<file path="src/rtl/nios_system_mem_streamer_pkg.sv">
// nios_system_mem_streamer_pkg
// Shared definitions for the on-chip memory streamer: default memory
// geometry, data/beat widths and the transfer state enumeration.
package nios_system_mem_streamer_pkg;

    localparam int unsigned ADDR_W_DEFAULT    = 13;
    localparam int unsigned MEM_DEPTH_DEFAULT = 5120;
    localparam int unsigned DATA_W            = 32;
    // Buffered beat = data plus start/end-of-packet markers.
    localparam int unsigned BEAT_W            = DATA_W + 2;

    typedef enum logic [1:0] {
        ST_IDLE  = 2'd0,
        ST_RUN   = 2'd1,
        ST_DRAIN = 2'd2,
        ST_DONE  = 2'd3
    } state_t;

endpackage

</file>
<file path="src/rtl/nios_system_mem_streamer_fifo.sv">
// nios_system_mem_streamer_fifo
// Synchronous output buffer for the streamer. Entries are written at the
// clock edge, so the head entry is always presented from storage (a
// registered output).
// Ports:
//   clk, reset_n        - clock, asynchronous active-low reset
//   flush               - empty the buffer (wins over push/pop)
//   push, push_data     - write one entry (ignored when full)
//   pop                 - consume the head entry (ignored when empty)
//   out_data, out_valid - head entry and non-empty flag
//   count               - current occupancy
module nios_system_mem_streamer_fifo
    import nios_system_mem_streamer_pkg::*;
#(
    parameter int DEPTH = 4,
    parameter int WIDTH = BEAT_W
) (
    input  logic                     clk,
    input  logic                     reset_n,
    input  logic                     flush,
    input  logic                     push,
    input  logic [WIDTH-1:0]         push_data,
    input  logic                     pop,
    output logic [WIDTH-1:0]         out_data,
    output logic                     out_valid,
    output logic [$clog2(DEPTH):0]   count
);

    localparam int PTR_W = $clog2(DEPTH);
    localparam int CNT_W = PTR_W + 1;

    logic [WIDTH-1:0] store_q [DEPTH];
    logic [WIDTH-1:0] store_d [DEPTH];
    logic [PTR_W-1:0] wr_ptr_q, wr_ptr_d;
    logic [PTR_W-1:0] rd_ptr_q, rd_ptr_d;
    logic [CNT_W-1:0] count_q, count_d;
    logic             do_push;
    logic             do_pop;

    // DEPTH is a power of two, so the pointers wrap by plain overflow.
    always_comb begin
        store_d  = store_q;
        wr_ptr_d = wr_ptr_q;
        rd_ptr_d = rd_ptr_q;
        count_d  = count_q;
        do_push  = push && (count_q != CNT_W'(DEPTH));
        do_pop   = pop && (count_q != '0);
        if (flush) begin
            wr_ptr_d = '0;
            rd_ptr_d = '0;
            count_d  = '0;
        end else begin
            if (do_push) begin
                store_d[wr_ptr_q] = push_data;
                wr_ptr_d          = wr_ptr_q + PTR_W'(1);
            end
            if (do_pop) begin
                rd_ptr_d = rd_ptr_q + PTR_W'(1);
            end
            if (do_push && !do_pop) begin
                count_d = count_q + CNT_W'(1);
            end else if (do_pop && !do_push) begin
                count_d = count_q - CNT_W'(1);
            end
        end
    end

    always_ff @(posedge clk or negedge reset_n) begin
        if (!reset_n) begin
            wr_ptr_q <= '0;
            rd_ptr_q <= '0;
            count_q  <= '0;
        end else begin
            wr_ptr_q <= wr_ptr_d;
            rd_ptr_q <= rd_ptr_d;
            count_q  <= count_d;
        end
    end

    // Storage needs no reset: nothing is visible until count is non-zero.
    always_ff @(posedge clk) begin
        store_q <= store_d;
    end

    assign out_data  = store_q[rd_ptr_q];
    assign out_valid = (count_q != '0);
    assign count     = count_q;

endmodule

</file>
<file path="src/rtl/nios_system_mem_streamer.sv">
// nios_system_mem_streamer
// Reads a block of consecutive words from a latency-1 on-chip memory and
// presents them as a packet on a ready/valid stream with sop/eop markers.
// Ports:
//   clk, reset_n                     - clock, asynchronous active-low reset
//   start, start_addr, word_count    - transfer request (accepted in IDLE)
//   abort                            - cancel the active transfer
//   busy, done, error                - status
//   mem_*                            - read-only memory master
//   src_*                            - stream source
module nios_system_mem_streamer
    import nios_system_mem_streamer_pkg::*;
#(
    parameter int ADDR_W     = ADDR_W_DEFAULT,
    parameter int MEM_DEPTH  = MEM_DEPTH_DEFAULT,
    parameter int FIFO_DEPTH = 4
) (
    input  logic              clk,
    input  logic              reset_n,
    input  logic              start,
    input  logic [ADDR_W-1:0] start_addr,
    input  logic [ADDR_W-1:0] word_count,
    input  logic              abort,
    output logic              busy,
    output logic              done,
    output logic              error,
    output logic [ADDR_W-1:0] mem_address,
    output logic              mem_chipselect,
    output logic              mem_clken,
    output logic              mem_write,
    output logic [3:0]        mem_byteenable,
    input  logic [31:0]       mem_readdata,
    output logic [31:0]       src_data,
    output logic              src_valid,
    input  logic              src_ready,
    output logic              src_sop,
    output logic              src_eop
);

    localparam int CNT_W = $clog2(FIFO_DEPTH) + 1;

    state_t            state_q, state_d;
    logic [ADDR_W-1:0] addr_q, addr_d;
    logic [ADDR_W-1:0] remain_q, remain_d;
    logic              first_q, first_d;
    logic              inflight_q, inflight_d;
    logic              inflight_sop_q, inflight_sop_d;
    logic              inflight_eop_q, inflight_eop_d;
    logic              error_q, error_d;

    logic              issue;
    logic              abort_hit;
    logic              room;
    logic              start_bad;
    logic              fifo_flush;
    logic              fifo_push;
    logic              fifo_pop;
    logic              fifo_valid;
    logic [BEAT_W-1:0] fifo_out;
    logic [CNT_W-1:0]  fifo_count;

    assign abort_hit = abort && ((state_q == ST_RUN) || (state_q == ST_DRAIN));
    // Reads still in flight will land in the buffer, so they reserve a slot.
    assign room      = (32'(fifo_count) + 32'(inflight_q)) < 32'(FIFO_DEPTH);
    assign start_bad = (32'(start_addr) >= 32'(MEM_DEPTH)) ||
                       (32'(word_count) > 32'(MEM_DEPTH));

    // Transfer sequencing: request validation, read issue with wrap-around
    // addressing, drain of outstanding data and abort handling.
    always_comb begin
        state_d    = state_q;
        addr_d     = addr_q;
        remain_d   = remain_q;
        first_d    = first_q;
        error_d    = error_q;
        issue      = 1'b0;
        fifo_flush = 1'b0;
        case (state_q)
            ST_IDLE: begin
                if (start) begin
                    addr_d   = start_addr;
                    remain_d = word_count;
                    first_d  = 1'b1;
                    state_d  = ST_DONE;
                    if (word_count == '0) begin
                        error_d = 1'b0;
                    end else if (start_bad) begin
                        error_d = 1'b1;
                    end else begin
                        error_d = 1'b0;
                        state_d = ST_RUN;
                    end
                end
            end
            ST_RUN: begin
                if (abort) begin
                    fifo_flush = 1'b1;
                    error_d    = 1'b1;
                    state_d    = ST_DONE;
                end else if (room) begin
                    issue    = 1'b1;
                    first_d  = 1'b0;
                    remain_d = remain_q - ADDR_W'(1);
                    addr_d   = (addr_q == ADDR_W'(MEM_DEPTH - 1)) ? '0 : addr_q + ADDR_W'(1);
                    if (remain_q == ADDR_W'(1)) begin
                        state_d = ST_DRAIN;
                    end
                end
            end
            ST_DRAIN: begin
                if (abort) begin
                    fifo_flush = 1'b1;
                    error_d    = 1'b1;
                    state_d    = ST_DONE;
                end else if (!inflight_q && (fifo_count == '0)) begin
                    state_d = ST_DONE;
                end
            end
            ST_DONE: begin
                state_d = ST_IDLE;
            end
            default: begin
                state_d = ST_IDLE;
            end
        endcase
        inflight_d     = issue;
        inflight_sop_d = issue && first_q;
        inflight_eop_d = issue && (remain_q == ADDR_W'(1));
    end

    always_ff @(posedge clk or negedge reset_n) begin
        if (!reset_n) begin
            state_q        <= ST_IDLE;
            addr_q         <= '0;
            remain_q       <= '0;
            first_q        <= 1'b0;
            inflight_q     <= 1'b0;
            inflight_sop_q <= 1'b0;
            inflight_eop_q <= 1'b0;
            error_q        <= 1'b0;
        end else begin
            state_q        <= state_d;
            addr_q         <= addr_d;
            remain_q       <= remain_d;
            first_q        <= first_d;
            inflight_q     <= inflight_d;
            inflight_sop_q <= inflight_sop_d;
            inflight_eop_q <= inflight_eop_d;
            error_q        <= error_d;
        end
    end

    // Data returning for a read issued in an aborted transfer is dropped.
    assign fifo_push = inflight_q && !abort_hit;
    assign fifo_pop  = fifo_valid && src_ready;

    nios_system_mem_streamer_fifo #(
        .DEPTH (FIFO_DEPTH),
        .WIDTH (BEAT_W)
    ) u_fifo (
        .clk       (clk),
        .reset_n   (reset_n),
        .flush     (fifo_flush),
        .push      (fifo_push),
        .push_data ({inflight_sop_q, inflight_eop_q, mem_readdata}),
        .pop       (fifo_pop),
        .out_data  (fifo_out),
        .out_valid (fifo_valid),
        .count     (fifo_count)
    );

    assign mem_address    = addr_q;
    assign mem_chipselect = issue;
    assign mem_clken      = 1'b1;
    assign mem_write      = 1'b0;
    assign mem_byteenable = 4'hF;

    assign busy      = (state_q == ST_RUN) || (state_q == ST_DRAIN);
    assign done      = (state_q == ST_DONE);
    assign error     = error_q;
    assign src_data  = fifo_out[DATA_W-1:0];
    assign src_valid = fifo_valid;
    assign src_sop   = fifo_valid && fifo_out[DATA_W+1];
    assign src_eop   = fifo_valid && fifo_out[DATA_W];

endmodule

</file>
<file path="config.mk">
export PLATFORM = sky130hd
export DESIGN_NAME = nios_system_mem_streamer
export DESIGN_NICKNAME = d
export VERILOG_FILES = /design/src/rtl/nios_system_mem_streamer_pkg.sv /design/src/rtl/nios_system_mem_streamer_fifo.sv /design/src/rtl/nios_system_mem_streamer.sv
export SDC_FILE = /design/constraint.sdc
export NUM_CORES = 1
export LEC_CHECK = 0
export ABC_AREA = 1
export CAP_MARGIN = 20
export CORE_ASPECT_RATIO = 0.9
export CORE_MARGIN = 10
export CORE_UTILIZATION = 47
export DETAILED_ROUTE_END_ITERATION = 8
export PLACE_DENSITY = 0.81
export SLEW_MARGIN = 25
export SYNTH_ARGS = -nofsm -noshare
export SYNTH_HDL_FRONTEND = slang
export SYNTH_HIERARCHICAL = 1
export SYNTH_SLANG_ARGS = --single-unit
export TNS_END_PERCENT = 50
</file>
<file path="constraint.sdc">
create_clock -name clk -period 9 [get_ports clk]
set_input_delay 2.7 -clock clk [delete_from_list [all_inputs] [get_ports clk]]
set_output_delay 2.7 -clock clk [all_outputs]
set_load 0.01 [all_outputs]
</file>
Yosys cells after proc, flatten, opt, wreduce, memory -nomap -nowiden:

Cells that the tools add are included.

* $add $sub $neg: 7
* $lt $le $gt $ge: 6
* equality and inequality tests: 13
* muxes and demuxes: 45
* bitwise operators: 3
* reduce and logical (&&, ||, !) cells: 33

Operators by type and width (number)
* 136-bit bitwise mux: 1
* 34-bit 2-to-1 mux: 3
* 13-bit 2-to-1 mux: 7
* 34-bit binary-select mux with 2-bit select: 1
* 34-bit demux with 2-bit select: 1
* 13-bit one-hot mux with 2 select lines: 2
* 2-bit 2-to-1 mux: 12
* 13-bit by 1-bit adder with 13-bit output (second input constant): 1
* 13-bit by 1-bit equality test with 1-bit output (second input constant): 1
* 13-bit equality test (second input constant): 1
* 13-bit >= comparator (second input constant): 1
* 13-bit greater-than comparator (second input constant): 1
* 1-bit logical AND: 13
* 13-bit logical NOT: 1
* 13-bit by 1-bit subtractor with 13-bit output (second input constant): 1
* 1-bit 2-to-1 mux: 12
* 3-bit 2-to-1 mux: 3
* 2-bit one-hot mux with 4 select lines: 1
* 4-bit AND reduction: 2
* 2-bit nonzero test: 4
* 3-bit >= comparator (second input constant): 2
* 2-bit inequality test (second input constant): 3
* 3-bit by 2-bit inequality test with 1-bit output (second input constant): 2
* 3-bit inequality test (second input constant): 2
* other kinds (20): 29

* register bits after elaboration: 176
* input port bits: 63
* output and inout port bits: 58
* logic and storage cells: 122

Longest topological paths before layout:

* depth in word-level cells: 11
* depth in mapped cells: 13
* gate-level depth less buffers: 13

Hierarchy:

Netlist, hierarchy kept.

Modules (own cells, without submodules)
* nios_system_mem_streamer_fifo: instances 1, cells each 395, area an instance 5539.1 µm², seq. area each 4259.1 µm²
* nios_system_mem_streamer: instances 1, cells each 384, area an instance 2466.1 µm², seq. area each 825.8 µm²

Worst setup path after synthesis:

No wires, ideal clock.

* path kind: input to output
* start point: input abort
* end point: output mem_chipselect
* data arrival time: 3.086 ns
* required time: 6.300 ns
* setup slack: 3.214 ns
* stages: 3
* path buffers: 0
* cell sequence: nor2_1 -> inv_1 -> nor2_1

* longest elaborated chain between the ends: 2

RTL lines
* start, declared: line nios_system_mem_streamer.sv:23 `input logic abort,`
* 1-bit 2-to-1 mux: line nios_system_mem_streamer.sv:96 `if (abort) begin`
* 1-bit 2-to-1 mux: line nios_system_mem_streamer.sv:78 `case (state_q)`
* end, declared: line nios_system_mem_streamer.sv:28 `output logic mem_chipselect,`

No other way between the ends.

Final worst setup path:

Ends and elaborated chain as after synthesis.

==> metrics.csv <==
metric,value,unit
status,"finished, final reports clean",
"FF+latch count, synth",176,
cells along the critical path,"clkdlybuf4s50_1, nor2_1, inv_1, nor2_1, clkdlybuf4s50_1",
Critical Path Fanout Max,6,
average via count per standard cell,5.23,
mux cell area share after synthesis,0,
fraction of the mapped netlist area in simple logic gates,0.181,
combinational family with the most area after synthesis,simple AND/OR/NAND/NOR gates,
total grt overflow,0,
first-pass GRT wire length,28900,um
TritonCTS clock tree,yes,
Sequential Power Share,0.351,
Synth top area share,0.510,
first-pass iteration count of the detailed router,5,
switching fraction of total power,0.391,
number of buffer and inverter instances along the worst setup path,3,
P&R area growth vs syn,23.8,%
number of hold violations in the final report,0,
Non-Filler Instances,1111,
Synth Area in XOR/XNOR,0.00547,
final-layout setup total negative slack,0,ps
antenna violations before repair,0,
max-cap violation count,0,
drt drc,0,
transition time of the tightest slew-check pin,728,ps
leakage power total,3.82,nW
Synth Flop Type,sky130_fd_sc_hd__edfxtp_1,
Top Metal Used,met4,
initial cell density of the core,0.477,
count of H-tree levels built during CTS,4,
diodes inserted,0,
clock-pin slew on the worst setup and hold paths,70,ps
Clk pwr share,0.222,
data arrival time at the worst-slack endpoint,4210,ps
Die Footprint,0.0227,sq mm
remaining antenna violation count after routing,0,
Period minus WS final,6910,ps
combinational fraction of design power,0.427,
Pwr Total,3.10,mW
amount of wire on met2 after detailed routing,8520,um
clock net sink count,176,
"FFs w/ async S/R, synth",0.227,
core region area,0.0168,sq mm
switching component of the power,1.22,mW
adder-cell area share of the yosys netlist,0.0213,
largest net degree at the start of global routing,71,
number of hold buffers added after CTS,0,
total number of vias,5816,
cell type with the largest total area after synthesis,sky130_fd_sc_hd__edfxtp_1,
synth top area cells,"sky130_fd_sc_hd__edfxtp_1, sky130_fd_sc_hd__dfrtp_1, sky130_fd_sc_hd__nor2_1, sky130_fd_sc_hd__nand2_1, sky130_fd_sc_hd__o21ai_0",
total number of yosys warnings,6,
P_int,1.89,mW
die width,158,um
placer's final routability congestion estimate,0.815,
global routing usage summed across all routing layers,0.162,
worst-path cell with the longest stage delay,sky130_fd_sc_hd__clkdlybuf4s50_1,
maximum root-to-sink buffer count,2,
launching element type of the critical path,input port,
Detailed Route WL,17900,um
initial drt markers,429,
via count of the first global-routing pass,5737,
largest incremental delay on the critical path,570,ps
post-route clock period utilization,0.767,
M1 WL,7830,um
post-cts gate resize count,0,
number of nets in the finished design,963,
worst skew pair latency,430,ps
synthesized netlist cell count,779,
crit path launch,abort,
most used standard cells in the synthesized netlist,"sky130_fd_sc_hd__nor2_1, sky130_fd_sc_hd__edfxtp_1, sky130_fd_sc_hd__nand2_1",
Final HPWL DP,11700,um
post-synth cell types,40,
count of buffers added by post-CTS timing repair for setup,0,
critical path class,input port to output port,
max frequency,145,MHz
Inserted Clock Buffers,17,
beginning of the worst register-to-register path,state_q[0]$_DFFE_PN0P_,
Std-Cell Rows,45,
RSZ-0062 raised after global routing,no,
Max Transition Viols Final,0,
Post-Place Setup Slack,2110,ps
number of setup violations in the final report,0,
fraction of the mapped netlist area in compound gates,0.0991,
clock skew after layout,11.3,ps
Worst Min Path Start,remain_q[5]$_DFFE_PN0P_,
dominant cell by count in the synthesized netlist,sky130_fd_sc_hd__nor2_1,
syn_area_per_cell,10.3,sq um
crit path capture type,output port,
largest voltage drop on the vdd net,0.191,mV
Routed wire per std cell,16.1,um
final setup margin,2090,ps
DR WL met3,1380,um
worst min-delay path category,flip-flop to flip-flop,
dominant delay contributor by cell family on the critical path,buffers and inverters,
slew margin rel.,0.514,
clock root buffer master,sky130_fd_sc_hd__clkbuf_16,
Placed Cells,1079,
fraction of the yosys area taken by sequential cells,0.635,
Pwr per Cell Area,313,mW/mm^2
I/O Pins,121,
chip height,144,um
Post-Route Hold Slack,484,ps
fraction of layout cells with a size suffix above 1,0.0800,
post-synth design cell area,0.00801,sq mm
"EDFF count, synth",136,
port bufs,114,
worst path required time,6300,ps
-- state kept, by name, summed over array words and instances (netlist names) --
register	cells
u_fifo/rd_ptr_q	2
inflight_sop_q	1
first_q	1
inflight_q	1
state_q	2
error	1
u_fifo/store_q	136
remain_q	13
mem_address	13
inflight_eop_q	1
u_fifo/wr_ptr_q	2
u_fifo/count	3
-- final timing paths --
check | to | slack, ps | depth (start not counted)
min in group asynchronous | remain_q[12]$_DFFE_PN0P_ | 2250 | 1
min | remain_q[5]$_DFFE_PN0P_ | 480 | 2
max in group asynchronous | u_fifo/rd_ptr_q[0]$_DFFE_PN0P_ | 6370 | 1
max | mem_chipselect | 2090 | 5
min reg2reg | remain_q[5]$_DFFE_PN0P_ | 480 | 2
max reg2reg | u_fifo/store_q[51]$_DFFE_PP_ | 6150 | 8
-- area by class of cell --
type / count / area [sq um]
Clock inverter: 13 / 118
Tap cell: 211 / 264
Multi-Input combinational cell: 507 / 2510
Clock buffer: 19 / 433
Timing Repair Buffer: 121 / 1250
Sequential cell: 176 / 5090
Inverter: 64 / 248
Fill cell: 1402 / 6870
-- placed cells by master, fill, tap and decap left out, types with 3 or more instances in the layout --
master and count:
sky130_fd_sc_hd__buf_16 3, sky130_fd_sc_hd__nand2_1 134, sky130_fd_sc_hd__inv_8 5, sky130_fd_sc_hd__nor3_1 6
sky130_fd_sc_hd__o21ai_0 85, sky130_fd_sc_hd__conb_1 6, sky130_fd_sc_hd__o21ai_1 10, sky130_fd_sc_hd__nand3_1 31
sky130_fd_sc_hd__nand4_1 5, sky130_fd_sc_hd__o22ai_1 34, sky130_fd_sc_hd__clkdlybuf4s50_1 113, sky130_fd_sc_hd__nor2_2 4
sky130_fd_sc_hd__clkbuf_16 17, sky130_fd_sc_hd__nor2_1 133, sky130_fd_sc_hd__nor2_4 6, sky130_fd_sc_hd__dfrtp_1 39
sky130_fd_sc_hd__inv_6 5, sky130_fd_sc_hd__nand2_4 4, sky130_fd_sc_hd__buf_4 5, sky130_fd_sc_hd__inv_1 57
sky130_fd_sc_hd__xor2_1 3, sky130_fd_sc_hd__a21oi_1 10, sky130_fd_sc_hd__edfxtp_1 136, sky130_fd_sc_hd__nand2_2 6
sky130_fd_sc_hd__inv_2 5, sky130_fd_sc_hd__ha_1 12
-- worst reg2reg max path, delay by kind of cell (launching register included) --
| family | cells | cell delay, ps |
|---|---|---|
| buffers and inverters | 3 | 460 |
| flip-flops | 1 | 440 |
| AND/OR/NAND/NOR | 4 | 1290 |
| adder cells (fa/ha/maj) | 1 | 380 |
-- layer usage --
metal,GRT usage,up-vias
met4,0.0452,0
met1,0.209,2728
li1,-,2861
met3,0.0478,12
met2,0.259,215
met5,0,-
-- metrics by stage --
| step | cell area, sq um | util |
|---|---|---|
| final | 9910 | 0.590 |
| after global routing | 9910 | 0.590 |
| after CTS | 9900 | 0.590 |
| after detailed placement | 9350 | 0.557 |
| after global placement | 9270 | 0.552 |
| after floorplan | 8020 | - |
-- cell families after synthesis --
kind of cell / count (synthesis)
xor+xnor: 5
buf+inv: 100
fa+ha+maj: 13
simple gates: 338
compound gates: 145
flops: 176
other cells: 2
-- power by group through the flow --
stage                     Combinational, mW  Sequential (mW)  Clock [mW]
after floorplan                       0.848             1.10           0
after global placement                 1.30             1.10           0
after detailed placement               1.33             1.10           0
after CTS                              1.34             1.09       0.706
after global routing                   1.49             1.10       0.745
final                                  1.33             1.09       0.690
(Power assumes the default switching activity.)
